**config.mk**
```make
export PLATFORM = sky130hd
export DESIGN_NAME = wb_snoop_arbiter_mc
export DESIGN_NICKNAME = d
export VERILOG_FILES = /design/src/rtl/wb_snoop_pkg.sv /design/src/rtl/wb_snoop_rr_arbiter.sv /design/src/rtl/wb_snoop_arbiter_mc.sv
export SDC_FILE = /design/constraint.sdc
export NUM_CORES = 1
export LEC_CHECK = 0
export BUFFER_PORTS_ARGS = -buffer_cell sky130_fd_sc_hd__clkbuf_2
export CAP_MARGIN = 10
export CORE_AREA = 2 2 254 256
export DETAILED_ROUTE_END_ITERATION = 12
export DIE_AREA = 0 0 256 258
export GPL_ROUTABILITY_DRIVEN = 1
export SYNTH_ARGS = -nofsm -noshare
export SYNTH_HDL_FRONTEND = slang
export SYNTH_SLANG_ARGS = --single-unit
```
**constraint.sdc**
```tcl
create_clock -name wb_clk_i -period 1.84 [get_ports wb_clk_i]
set_input_delay 0.092 -clock wb_clk_i [delete_from_list [all_inputs] [get_ports wb_clk_i]]
set_output_delay 0.092 -clock wb_clk_i [all_outputs]
set_load 0.005 [all_outputs]
```
**src/rtl/wb_snoop_pkg.sv**
```systemverilog
// Shared types and constants for the snooping Wishbone arbiter.
// The optional write-invalidate feature is WB_SNOOP_WRITE_INV_EN.
package wb_snoop_pkg;

  typedef enum logic [2:0] {
    StIdle,
    StSnoopRd,
    StSnoopInv,
    StSnoopRsp,
    StMem
  } snoop_state_e;

  localparam logic [1:0] SNOOP_TYPE_IDLE = 2'b00;
  localparam logic [1:0] SNOOP_TYPE_READ = 2'b01;
  localparam logic [1:0] SNOOP_TYPE_INV  = 2'b10;

  localparam logic [2:0] CTI_CLASSIC = 3'b000;
  localparam logic [2:0] CTI_END     = 3'b111;

  function automatic int unsigned clog2(input int unsigned v);
    int unsigned r;
    r = 0;
    while ((32'd1 << r) < v) r++;
    return r;
  endfunction

endpackage

```
**src/rtl/wb_snoop_rr_arbiter.sv**
```systemverilog
// Round-robin arbiter: searches from pointer+1, holds the grant until release,
// then moves the pointer to the released index.
module wb_snoop_rr_arbiter
  import wb_snoop_pkg::*;
#(
  parameter int unsigned N    = 4,
  parameter int unsigned IdxW = (N > 1) ? clog2(N) : 1
) (
  input  logic            clk_i,
  input  logic            rst_i,
  input  logic [N-1:0]    req_i,
  input  logic            arb_en_i,
  input  logic            rel_i,
  output logic [N-1:0]    gnt_oh_o,
  output logic [IdxW-1:0] gnt_idx_o,
  output logic            win_vld_o,
  output logic [IdxW-1:0] win_idx_o
);

  logic [IdxW-1:0] ptr_q, gnt_idx_q, win_idx, cand;
  logic            gnt_vld_q, win_vld;

  always_comb begin
    win_vld = 1'b0;
    win_idx = '0;
    cand    = '0;
    for (int unsigned k = 1; k <= N; k++) begin
      cand = IdxW'((32'(ptr_q) + k) % N);
      if (!win_vld && req_i[cand]) begin
        win_vld = 1'b1;
        win_idx = cand;
      end
    end
  end

  always_ff @(posedge clk_i or posedge rst_i) begin
    if (rst_i) begin
      ptr_q     <= '0;
      gnt_idx_q <= '0;
      gnt_vld_q <= 1'b0;
    end else if (rel_i) begin
      ptr_q     <= gnt_idx_q;
      gnt_vld_q <= 1'b0;
    end else if (arb_en_i && win_vld) begin
      gnt_idx_q <= win_idx;
      gnt_vld_q <= 1'b1;
    end
  end

  always_comb begin
    gnt_oh_o = '0;
    for (int unsigned i = 0; i < N; i++) begin
      gnt_oh_o[i] = gnt_vld_q && (gnt_idx_q == IdxW'(i));
    end
  end

  assign gnt_idx_o = gnt_idx_q;
  assign win_vld_o = win_vld;
  assign win_idx_o = win_idx;

endmodule

```
**src/rtl/wb_snoop_arbiter_mc.sv**
```systemverilog
// N-master to 1-slave Wishbone arbiter with read snooping on the data buses.
// Define WB_SNOOP_WRITE_INV_EN to snoop-invalidate on data-bus writes.
module wb_snoop_arbiter_mc
  import wb_snoop_pkg::*;
#(
  parameter int unsigned dw          = 32,
  parameter int unsigned aw          = 32,
  parameter int unsigned num_masters = 4,
  parameter int unsigned num_dbus    = 2,
  parameter int unsigned snoop_tmo   = 15
) (
  input  logic                      wb_clk_i,
  input  logic                      wb_rst_i,
  input  logic [num_masters*aw-1:0] wbm_adr_i,
  input  logic [num_masters*dw-1:0] wbm_dat_i,
  input  logic [num_masters*4-1:0]  wbm_sel_i,
  input  logic [num_masters-1:0]    wbm_we_i,
  input  logic [num_masters-1:0]    wbm_cyc_i,
  input  logic [num_masters-1:0]    wbm_stb_i,
  input  logic [num_masters*3-1:0]  wbm_cti_i,
  input  logic [num_masters*2-1:0]  wbm_bte_i,
  output logic [num_masters*dw-1:0] wbm_dat_o,
  output logic [num_masters-1:0]    wbm_ack_o,
  output logic [num_masters-1:0]    wbm_err_o,
  output logic [num_masters-1:0]    wbm_rty_o,
  output logic [aw-1:0]             wbs_adr_o,
  output logic [dw-1:0]             wbs_dat_o,
  output logic [3:0]                wbs_sel_o,
  output logic                      wbs_we_o,
  output logic                      wbs_cyc_o,
  output logic                      wbs_stb_o,
  output logic [2:0]                wbs_cti_o,
  output logic [1:0]                wbs_bte_o,
  input  logic [dw-1:0]             wbs_dat_i,
  input  logic                      wbs_ack_i,
  input  logic                      wbs_err_i,
  input  logic                      wbs_rty_i,
  output logic [aw-1:0]             snoop_adr_o,
  output logic [1:0]                snoop_type_o,
  output logic [num_dbus-1:0]       snoop_req_o,
  input  logic [num_dbus-1:0]       snoop_ack_i,
  input  logic [num_dbus-1:0]       snoop_hit_i,
  input  logic [num_dbus*dw-1:0]    snoop_dat_i
);

  localparam int unsigned IdxW = (num_masters > 1) ? clog2(num_masters) : 1;
  localparam int unsigned CntW = clog2(snoop_tmo + 1);

  logic [aw-1:0] m_adr [num_masters];
  logic [dw-1:0] m_dat [num_masters];
  logic [3:0]    m_sel [num_masters];
  logic [2:0]    m_cti [num_masters];
  logic [1:0]    m_bte [num_masters];
  logic [dw-1:0] s_dat [num_dbus];

  for (genvar i = 0; i < num_masters; i++) begin : g_unpack_m
    assign m_adr[i] = wbm_adr_i[i*aw +: aw];
    assign m_dat[i] = wbm_dat_i[i*dw +: dw];
    assign m_sel[i] = wbm_sel_i[i*4 +: 4];
    assign m_cti[i] = wbm_cti_i[i*3 +: 3];
    assign m_bte[i] = wbm_bte_i[i*2 +: 2];
  end

  for (genvar i = 0; i < num_dbus; i++) begin : g_unpack_s
    assign s_dat[i] = snoop_dat_i[i*dw +: dw];
  end

  snoop_state_e         state_q, state_d;
  logic [CntW-1:0]      cnt_q, cnt_d;
  logic [aw-1:0]        snoop_adr_q, snoop_adr_d;
  logic [dw-1:0]        snoop_dat_q, snoop_dat_d;
  logic [num_masters-1:0] gnt_oh;
  logic [IdxW-1:0]      gnt_idx, win_idx;
  logic                 win_vld, win_dbus, arb_en, rel, cyc_g, tmo;
  logic [num_dbus-1:0]  req_mask, ack_eff, hit_v;
  logic [dw-1:0]        hit_dat;

  assign arb_en = (state_q == StIdle);
  assign rel    = (state_q != StIdle) && (state_d == StIdle);

  wb_snoop_rr_arbiter #(
    .N    (num_masters),
    .IdxW (IdxW)
  ) u_arb (
    .clk_i     (wb_clk_i),
    .rst_i     (wb_rst_i),
    .req_i     (wbm_cyc_i),
    .arb_en_i  (arb_en),
    .rel_i     (rel),
    .gnt_oh_o  (gnt_oh),
    .gnt_idx_o (gnt_idx),
    .win_vld_o (win_vld),
    .win_idx_o (win_idx)
  );

  assign cyc_g    = wbm_cyc_i[gnt_idx];
  assign win_dbus = (32'(win_idx) < num_dbus);
  // The requester never snoops itself: treat its lane as an acked miss.
  assign req_mask = gnt_oh[num_dbus-1:0];
  assign ack_eff  = snoop_ack_i | req_mask;
  assign hit_v    = snoop_ack_i & snoop_hit_i & ~req_mask;
  assign tmo      = (cnt_q == CntW'(snoop_tmo - 1));

  always_comb begin
    hit_dat = '0;
    for (int i = num_dbus - 1; i >= 0; i--) begin
      if (hit_v[i]) hit_dat = s_dat[i];
    end
  end

  always_comb begin
    state_d     = state_q;
    cnt_d       = (cnt_q == CntW'(snoop_tmo)) ? cnt_q : cnt_q + 1'b1;
    snoop_adr_d = snoop_adr_q;
    snoop_dat_d = snoop_dat_q;
    case (state_q)
      StIdle: begin
        if (win_vld) begin
          snoop_adr_d = m_adr[win_idx];
          cnt_d       = '0;
          if (win_dbus && !wbm_we_i[win_idx] &&
              (m_cti[win_idx] == CTI_CLASSIC || m_cti[win_idx] == CTI_END)) begin
            state_d = StSnoopRd;
`ifdef WB_SNOOP_WRITE_INV_EN
          end else if (win_dbus && wbm_we_i[win_idx]) begin
            state_d = StSnoopInv;
`endif
          end else begin
            state_d = StMem;
          end
        end
      end
      StSnoopRd: begin
        snoop_adr_d = m_adr[gnt_idx];
        if (!cyc_g) begin
          state_d = StIdle;
        end else if (|hit_v) begin
          state_d     = StSnoopRsp;
          snoop_dat_d = hit_dat;
        end else if ((&ack_eff) || tmo) begin
          state_d = StMem;
        end
      end
      StSnoopInv: begin
        snoop_adr_d = m_adr[gnt_idx];
        if (!cyc_g) begin
          state_d = StIdle;
        end else if ((&ack_eff) || tmo) begin
          state_d = StMem;
        end
      end
      StSnoopRsp: begin
        if (cyc_g && m_cti[gnt_idx] == CTI_END) begin
          state_d = StSnoopRd;
          cnt_d   = '0;
        end else begin
          state_d = StIdle;
        end
      end
      StMem: begin
        if (!cyc_g) state_d = StIdle;
      end
      default: state_d = StIdle;
    endcase
  end

  always_ff @(posedge wb_clk_i or posedge wb_rst_i) begin
    if (wb_rst_i) begin
      state_q     <= StIdle;
      cnt_q       <= '0;
      snoop_adr_q <= '0;
      snoop_dat_q <= '0;
    end else begin
      state_q     <= state_d;
      cnt_q       <= cnt_d;
      snoop_adr_q <= snoop_adr_d;
      snoop_dat_q <= snoop_dat_d;
    end
  end

  always_comb begin
    wbm_dat_o    = '0;
    wbm_ack_o    = '0;
    wbm_err_o    = '0;
    wbm_rty_o    = '0;
    wbs_adr_o    = '0;
    wbs_dat_o    = '0;
    wbs_sel_o    = '0;
    wbs_we_o     = 1'b0;
    wbs_cyc_o    = 1'b0;
    wbs_stb_o    = 1'b0;
    wbs_cti_o    = '0;
    wbs_bte_o    = '0;
    snoop_req_o  = '0;
    snoop_type_o = SNOOP_TYPE_IDLE;
    case (state_q)
      StSnoopRd: begin
        snoop_type_o = SNOOP_TYPE_READ;
        snoop_req_o  = ~req_mask;
      end
      StSnoopInv: begin
        snoop_type_o = SNOOP_TYPE_INV;
        snoop_req_o  = ~req_mask;
      end
      StSnoopRsp: begin
        if (cyc_g) wbm_ack_o = gnt_oh;
        wbm_dat_o = {num_masters{snoop_dat_q}};
      end
      StMem: begin
        wbs_adr_o = m_adr[gnt_idx];
        wbs_dat_o = m_dat[gnt_idx];
        wbs_sel_o = m_sel[gnt_idx];
        wbs_we_o  = wbm_we_i[gnt_idx];
        wbs_cyc_o = cyc_g;
        wbs_stb_o = wbm_stb_i[gnt_idx];
        wbs_cti_o = m_cti[gnt_idx];
        wbs_bte_o = m_bte[gnt_idx];
        wbm_dat_o = {num_masters{wbs_dat_i}};
        wbm_ack_o = gnt_oh & {num_masters{wbs_ack_i}};
        wbm_err_o = gnt_oh & {num_masters{wbs_err_i}};
        wbm_rty_o = gnt_oh & {num_masters{wbs_rty_i}};
      end
      default: ;
    endcase
  end

  assign snoop_adr_o = snoop_adr_q;

endmodule

```
==> impl_metrics.env <==
export IMPL_outcome="finished, violations left"
export IMPL_violations="negative setup slack"
export IMPL_clock_sinks=76
export IMPL_ctsRootBufferMaster="clkbuf_16"
export IMPL_finalMaxSlewViolations=0
export IMPL_cts_tree="done"
export IMPL_critPathMaxStageDelay_ns=0.55
export IMPL_ys_seq_area_share_pct=24.4
export IMPL_yosys_area_top_type_share_pct=31.1
export IMPL_grt_ovfl_total=0
export IMPL_synth_cell_types=48
export IMPL_routed_wirelength_um=54300
export IMPL_io_buffers=660
export IMPL_finalCriticalPeriod_ns=2.19
export IMPL_synth_edf_count=0
export IMPL_worstMarginPinSlew_ns=0.511
export IMPL_io_pins=661
export IMPL_critPathRequiredTime_ns=1.75
export IMPL_drive_gt1_share_pct=78.5
export IMPL_clk_latency_ns=0.38
export IMPL_setup_viol=291
export IMPL_vdd_drop_max_mv=0.624
export IMPL_gp_congestion=0.997
export IMPL_synth_seq_cells=76
export IMPL_cp_max_fo=3
export IMPL_hold_viol=0
export IMPL_num_vias=9647
export IMPL_cts_buffer_depth=2
export IMPL_grt_pass1_vias=9298
export IMPL_die_area_um2=66000
export IMPL_leakage_uw=0.00745
export IMPL_setup_slack_ns=-0.351
export IMPL_syn_inst=756
export IMPL_antenna_found_initial=20
export IMPL_fin_skew_ns=0.0117
export IMPL_path_cells="mux4_2 > and2_4 > a21oi_2 > buf_6 > nand2b_4 > nor2_1 > clkbuf_2"
export IMPL_die_x_um=256
export IMPL_synthTopCellsByCount="mux4_2, buf_4, and2_1, dfrtp_1, nand2_1"
export IMPL_grt_pass1_wl_um=67300
export IMPL_dieHeight_um=258
export IMPL_ys_warn_count=0
export IMPL_fill_cells=6844
export IMPL_synth_most_common_cell="mux4_2"
export IMPL_viasPerCell=4.13
export IMPL_layout_worst_path_cycle_share_pct=119
export IMPL_hp_class="input port to flop"
export IMPL_dp_hpwl_um=39400
export IMPL_total_power_uw=23300
export IMPL_crit_type="flop to output pin"
export IMPL_maxSlewHeadroom_pct=65.9
export IMPL_cp_arrival_ns=2.10
export IMPL_synth_area_leader_cell="mux4_2"
export IMPL_drc=0
export IMPL_start_util_pct=12.3
export IMPL_max_freq_mhz=456
export IMPL_synth_main_ff_cell="dfrtp_1"
export IMPL_drtPass1Iterations=4
export IMPL_r2r_cells=7
export IMPL_syn_num_nets=1167
export IMPL_coreArea_um2=63600
export IMPL_post_drt_wl_per_cell_um=23.3
export IMPL_cp_slowest_cell="mux4_2"
export IMPL_htreeDepth=3
export IMPL_hold_path_depth=3
export IMPL_area_growth_pct=96.8
export IMPL_powerDensity_nw_per_um2=1520
export IMPL_dp_slack_ns=-0.224
export IMPL_ys_async_sr_fraction_pct=100
export IMPL_clkTransAtPathRegs_ns=0.06
export IMPL_cts_buffers=9
export IMPL_grt_setup_unrepaired="true"
export IMPL_ys_top_cells_by_area="mux4_2, dfrtp_1, buf_4"
export IMPL_drt_iter0_markers=552
export IMPL_cp_end_kind="output pin"
export IMPL_syn_cell_area_um2=7810
export IMPL_fin_nets=1873
export IMPL_synth_area_per_cell_um2=10.3
export IMPL_startpoint_type="flop"
export IMPL_grt_max_degree=77
export IMPL_track_usage_pct=14.3
export IMPL_drtAntennaViolNets=0
export IMPL_row_count=93
export IMPL_max_cap_viol_count=0
-- cell type report --
type | instances | area, um2 | area share [%]
timing repair buffer | 855 | 6160 | 40.1
multi-input combinational | 515 | 5820 | 37.9
sequential | 76 | 1910 | 12.5
tap | 855 | 1070 | 6.96
clock buffer | 12 | 256 | 1.67
clock inverter | 4 | 95.1 | 0.619
antenna | 12 | 30.0 | 0.195
inverter | 5 | 22.5 | 0.147
-- worst max-delay path, delay by kind of cell, from the launching register on --
kind	cells	cell delay [ns]
multiplexers	1	0.55
AND/OR/NAND/NOR	3	0.36
AO/OA/AOI/OAI	1	0.12
flip-flops	1	0.44
buffers and inverters	2	0.25
-- layout by cell type, fill, tap and decap left out, drive strengths merged, types with 2 or more instances in the layout --
master,count
dfrtp,76
diode,12
nand2,71
a22oi,32
nand2b,9
a22o,33
bufbuf,3
bufinv,3
mux4,108
or3,2
and3,5
mux2i,4
nor3b,3
nor2,50
o22ai,33
o21ai,4
and2,83
nor2b,2
ha,2
a21oi,41
nor3,3
a31oi,2
and3b,2
mux2,2
nand3,10
buf,197
dlygate4sd3,16
inv,4
clkbuf,651
-- metal layers --
layer,GRT usage [%],share of wire [%],up-vias
met4,4.99,4.9,8
met5,0,0.11,-
li1,-,-,4199
met2,25.0,49,612
met1,16.6,39,4709
met3,4.40,7.1,119
-- power by group --
part / switching, uW / total [uW] / internal (uW)
sequential: 656 / 3060 / 2410
combinational: 7730 / 18000 / 10300
clock: 838 / 2240 / 1400
-- per-stage QoR --
stage / instances / instance area, um2 / hold WS (ns) / utilization, % / setup TNS (ns)
3_5_place_dp: 2192 / 12000 / 0.257 / 18.9 / -8.17
4_1_cts: 2267 / 13800 / 0.000798 / 21.7 / -58.94
6_report: 2334 / 15400 / 0.0148 / 24.1 / -65.02
5_1_grt: 2329 / 15400 / 0.00502 / 24.1 / -90.97
2_1_floorplan: 756 / 7840 / 0.297 / - / -6.97
3_3_place_gp: 2192 / 12000 / 0.253 / 18.9 / -5.78
-- state kept, by name, indices dropped and copies added (netlist names) --
register	cells
u_arb.gnt_idx_o	2
snoop_adr_o	32
snoop_dat_q	32
state_q	3
u_arb.ptr_q	2
u_arb.gnt_vld_q	1
cnt_q	4
-- timing repair --
| item | in CTS | in global routing |
|---|---|---|
| cloned | 13 | 17 |
| setup endpoints to repair | 286 | 293 |
| pin swaps | 18 | 66 |
| hold buffers | 16 | 0 |
| resized for setup | 153 | 214 |
| endpoints found under the hold margin | 90 | 0 |
| setup buffers | 31 | 41 |
-- kinds of logic after synthesis --
kind of cell | count (synthesis) | share of synthesized area, %
and+or+nand+nor | 241 | 15.9
muxes | 114 | 32.0
adders and majority gates | 2 | 0.320
buffers and inverters | 168 | 13.6
DFF | 76 | 24.4
xor gates and xnor gates | 1 | 0.112
AOI/OAI and AO/OA | 154 | 13.7
-- final timing paths --
path,start,endpoint,slack (ns)
hold / removal,snoop_dat_i[43],snoop_dat_q[11]$_DFFE_PP0P_,0.01
min in group asynchronous,wb_rst_i,snoop_adr_o[3]$_DFFE_PP0P_,0.37
hold reg to reg,snoop_adr_o[6]$_DFFE_PP0P_,snoop_adr_o[6]$_DFFE_PP0P_,0.52
setup reg to reg,u_arb.gnt_idx_o[0]$_DFFE_PP0P_,u_arb.ptr_q[1]$_DFFE_PP0P_,-0.35
max in group asynchronous,wb_rst_i,u_arb.gnt_idx_o[0]$_DFFE_PP0P_,1.00
setup / recovery,u_arb.gnt_idx_o[0]$_DFFE_PP0P_,wbm_ack_o[3],-0.35
Power figures use the tool's default switching activity.
